--- config.mk ---
export PLATFORM = sky130hd
export DESIGN_NAME = serial_adder_ctrl
export DESIGN_NICKNAME = d
export VERILOG_FILES = /design/src/rtl/serial_add_pkg.sv /design/src/rtl/serial_adder_ctrl_fa_cell.sv /design/src/rtl/serial_adder_ctrl.sv
export SDC_FILE = /design/constraint.sdc
export NUM_CORES = 1
export LEC_CHECK = 0
export CORE_UTILIZATION = 40
export DETAILED_ROUTE_END_ITERATION = 10
export PLACE_DENSITY = 0.71
export SLEW_MARGIN = 15
export SYNTH_ARGS = -nofsm -noshare
export SYNTH_HDL_FRONTEND = slang
export SYNTH_SLANG_ARGS = --single-unit
--- constraint.sdc ---
create_clock -name clk -period 1.35 [get_ports clk]
set_clock_uncertainty 0.1 [all_clocks]
set_input_delay 0.135 -clock clk [delete_from_list [all_inputs] [get_ports clk]]
set_output_delay 0.135 -clock clk [all_outputs]
set_load 0.03 [all_outputs]
--- src/rtl/serial_add_pkg.sv ---
// Shared definitions for the bit-serial adder front end.
// Contents: FSM state encoding and the bit-counter width helper.
package serial_add_pkg;

  typedef enum logic [1:0] {
    ST_IDLE  = 2'd0,
    ST_SHIFT = 2'd1,
    ST_DONE  = 2'd2
  } state_t;

  // One bit wider than $clog2 so the counter can hold WIDTH after the last shift
  // and a WIDTH=1 build still gets a 1-bit counter.
  function automatic int cnt_width(input int w);
    return $clog2(w) + 1;
  endfunction

endpackage

--- src/rtl/serial_adder_ctrl_fa_cell.sv ---
// Combinational single-bit full adder.
// Ports:
//   a, b, cin : addend bits and carry-in
//   s         : sum bit
//   co        : carry-out (majority of a, b, cin)
module fa_cell (
  input  logic a,
  input  logic b,
  input  logic cin,
  output logic s,
  output logic co
);

  assign s  = a ^ b ^ cin;
  assign co = (a & b) | (a & cin) | (b & cin);

endmodule

--- src/rtl/serial_adder_ctrl.sv ---
// Bit-serial WIDTH-bit adder controller: feeds one full-adder cell LSB first,
// keeps the running carry in a flip-flop and shifts sum bits in from the top.
// Ports:
//   clk, rst_n       : clock and synchronous active-low reset
//   start            : request, honoured only in IDLE or DONE
//   a_in, b_in, cin_in : operands, captured on the accepting edge
//   busy             : high while bits are being shifted
//   done             : one-cycle pulse when sum/cout become valid
//   sum, cout        : result, held until the next accepted start
//
// state    | meaning
// ---------+-------------------------------------------------
// ST_IDLE  | waiting for start, result registers hold
// ST_SHIFT | one sum bit per edge, WIDTH edges total
// ST_DONE  | result valid, done pulse; start may re-launch
module serial_adder_ctrl
  import serial_add_pkg::*;
#(
  parameter int WIDTH = 8
) (
  input  logic             clk,
  input  logic             rst_n,
  input  logic             start,
  input  logic [WIDTH-1:0] a_in,
  input  logic [WIDTH-1:0] b_in,
  input  logic             cin_in,
  output logic             busy,
  output logic             done,
  output logic [WIDTH-1:0] sum,
  output logic             cout
);

  localparam int CNT_W = cnt_width(WIDTH);
  localparam logic [CNT_W-1:0] CNT_LAST = CNT_W'(WIDTH - 1);

  state_t           state;
  logic [WIDTH-1:0] a_sh;
  logic [WIDTH-1:0] b_sh;
  logic             carry;
  logic [CNT_W-1:0] cnt;
  logic             fa_s;
  logic             fa_co;

  fa_cell u_fa (
    .a   (a_sh[0]),
    .b   (b_sh[0]),
    .cin (carry),
    .s   (fa_s),
    .co  (fa_co)
  );

  always_ff @(posedge clk) begin
    if (!rst_n) begin
      state <= ST_IDLE;
      busy  <= 1'b0;
      done  <= 1'b0;
      sum   <= '0;
      cout  <= 1'b0;
      a_sh  <= '0;
      b_sh  <= '0;
      carry <= 1'b0;
      cnt   <= '0;
    end else begin
      case (state)
        ST_IDLE, ST_DONE: begin
          done <= 1'b0;
          if (start) begin
            a_sh  <= a_in;
            b_sh  <= b_in;
            carry <= cin_in;
            cnt   <= '0;
            busy  <= 1'b1;
            state <= ST_SHIFT;
          end else begin
            state <= ST_IDLE;
          end
        end
        ST_SHIFT: begin
          carry <= fa_co;
          // New bit enters at the MSB so after WIDTH shifts bit 0 holds the LSB.
          sum   <= (sum >> 1) | (WIDTH'(fa_s) << (WIDTH - 1));
          a_sh  <= a_sh >> 1;
          b_sh  <= b_sh >> 1;
          cnt   <= cnt + CNT_W'(1);
          if (cnt == CNT_LAST) begin
            cout  <= fa_co;
            busy  <= 1'b0;
            done  <= 1'b1;
            state <= ST_DONE;
          end
        end
        default: begin
          busy  <= 1'b0;
          done  <= 1'b0;
          state <= ST_IDLE;
        end
      endcase
    end
  end

endmodule
==> flow_summary.yaml <==
run_status:
  status: "finished clean"
power:
  seqPwrFrac_pct: 56.4
  irDropWorstVdd_mv: 0.715
  p_int_mw: 1.43
  p_clk_share_pct: 28.2
  leakage_nw: 0.664
  p_sw_share_pct: 25.3
  total_power_mw: 1.91
  p_sw_mw: 0.483
  p_per_area_mw_per_mm2: 1080
  pwr-share-comb_pct: 15.4
logic_synthesis:
  yosys.area.top_type_share_pct: 49.5
  synthFlopType: "dfxtp_1"
  synth_top_area_cell: "dfxtp_1"
  ys_ff_latch: 34
  synth_area_leaders: "dfxtp_1 (50%), a21oi_1 (11%), a22oi_1 (8.2%)"
  synth_edf_count: 0
  syn_area_per_cell_um2: 8.86
  async_flop_share_pct: 0
  syn_area_mm2: 0.00137
  syn_nets: 177
  yosysSeqAreaShare_pct: 49.5
  yosysMostFrequentCell: "dfxtp_1"
  ys_warn_count: 0
  synth_cells: 155
  synthTopCellsByCount: "dfxtp_1 (34), a21oi_1 (30), nand3_1 (21), nand2_1 (20), a22oi_1 (15)"
  synthDistinctLibCells: 24
clock_network:
  clk_pin_slew_ps: 90
  clock_path_buffers: 2
  htree_levels: 2
  numCtsBuffers: 5
  ctsHoldBuffers: 0
  clockRootBuffer: "clkbuf_4"
  clock_latency_ps: 330
  cts_tree: "built"
  numClockSinks: 34
final_layout:
  drive_gt1_share_pct: 14.4
  design_area_mm2: 0.00177
  multi_input_area_um2: 616
  seq_area_um2: 682
  nets: 210
  antenna_cells: 0
  syn_to_final_growth_pct: 28.7
  fill_cells: 330
grt:
  grt_pass1_wl_um: 4970
  busiest_layer: "met2"
  antenna_found_initial: 0
  use_met1_pct: 20.1
  use_met3_pct: 7.04
  grt_max_degree: 31
  grt_pass1_vias: 1181
  overflow: 0
  grtUsageTotal_pct: 18.9
  use_met2_pct: 33.8
setup_path:
  crit_required_ps: 1120
  cp_data_arrival_time_ps: 1050
  r2r_cells: 3
  reg2reg_to: "carry$_SDFFE_PN0P_"
  max_stage_delay_ps: 390
  start_kind: "flip-flop"
  end_kind: "output pin"
  critPathMaxFanout: 2
  worstSetupPathType: "flip-flop to output pin"
  r2r_start: "carry$_SDFFE_PN0P_"
  crit_chain: "dlygate4sd2_1"
  critPathTopFamily: "buffers and inverters"
  critPathBufInv: 1
  crit_path_top_delay_cell: "dlygate4sd2_1"
  r2r_setup_slack_ps: 90
  cp-startpoint: "sum[0]$_SDFFE_PN0P_"
min_path:
  min_from: "a_in[7]"
  min_to: "a_sh[7]$_SDFFE_PN0P_"
  min_path_cells: 3
  hold_class: "input pin to flip-flop"
floorplanning:
  io_pins: 31
  start_util_pct: 43.6
  core_area_mm2: 0.00315
  rows: 20
  die_w_um: 60.6
  die-area_mm2: 0.00367
  die_h_um: 60.6
sta:
  rsz0062_at_grt: "no"
  tightest_slew_ps: 297
  totalNegativeSetupSlack_ps: 0
  whs_ps: 253
  post-route-period-util_pct: 95.4
  setup-violations-final: 0
  max_freq_ghz: 0.776
  drv_slew: 0
  hold_violations: 0
  relSlewSlack_pct: 80.2
  fin_crit_ps: 1290
  finalWorstSetupSlack_ps: 62.1
run:
  cap_viol_max_count: 0
detailed_routing:
  vias: 1225
  antenna_left: 0
  drcViolationCount: 0
  dr.pass1.iters: 4
  drt_iter0_markers: 44
  avgViaCountPerCell: 5.30
  wl_um: 2910
  wl_per_cell_um: 12.6
placement:
  hpwl_um: 2000
  globalplace.congestion: 0.724
  port-buffer-count: 30
  preCtsSetupSlack_ps: -123
  detailed_place.area_mm2: 0.00174
[kinds of logic (layout without fill, tap and decap cells)]
family | after synthesis | in the layout | share of synthesized area, %
buf+inv | 14 | 46 | 6.10
compound gates | 49 | 49 | 21.5
fa+ha+maj | 2 | 2 | 2.37
simple gates | 54 | 54 | 18.7
mux | 2 | 2 | 1.82
flops | 34 | 34 | 49.5
[worst max-delay path by stage]
stage                            endpoint  slack, ps  depth (start not counted)
floorplan           state[0]$_SDFFE_PN0P_        160                          5
global placement     a_sh[1]$_SDFFE_PN0P_        -60                          5
detailed placement   a_sh[1]$_SDFFE_PN0P_       -120                          5
CTS                                sum[2]          2                          1
global route                         done          3                          1
finish                             sum[0]         60                          1
[placed cells by master (no fill, tap or decap), types with 2 or more instances in the layout]
master and n:
nand3_1 21, clkbuf_2 7, nand2b_1 4, clkdlybuf4s15_1 3, a21oi_1 30, buf_4 6
clkdlybuf4s50_1 19, nand2_1 20, buf_12 2, dfxtp_1 33, a22oi_1 14, nor2_1 4
clkbuf_4 5, o21ai_1 2
[stage by stage]
step	cells	util, %
after floorplan	155	-
after global placement	225	55.2
after detailed placement	225	55.2
after CTS	231	56.5
after global routing	231	56.1
final	231	56.1
[per-layer routing]
layer / vias up / wire length [µm]
met4: 0 / 49
met1: 578 / 1270
met2: 33 / 1460
met5: - / 0
met3: 5 / 130
li1: 609 / -
[sequential cells by signal (all words and copies together) (netlist names)]
register	cells
a_sh	8
b_sh	8
busy	1
carry	1
cnt	4
cout	1
done	1
state	2
sum	8
[power groups by stage]
stage / clock (mW) / combinational (mW) / sequential (mW)
after floorplan: 0 / 0.169 / 1.10
after global placement: 0 / 0.286 / 1.10
after detailed placement: 0 / 0.296 / 1.10
after CTS: 0.556 / 0.293 / 1.08
after global routing: 0.608 / 0.326 / 1.08
final: 0.540 / 0.294 / 1.08
[cell type report]
cell class                      instances  area share, %
Tap cell                               44           3.11
Inverter                                1          0.212
Multi-Input combinational cell        107           34.8
Clock buffer                            6           2.90
Timing Repair Buffer                   39           20.4
Sequential cell                        34           38.6
[repair_timing]
action                     in CTS  in global routing
setup endpoints to repair      11                 29
resized for setup              12                 20
buffers inserted                0                  0
No activity file was read; power rests on OpenSTA's default activity.
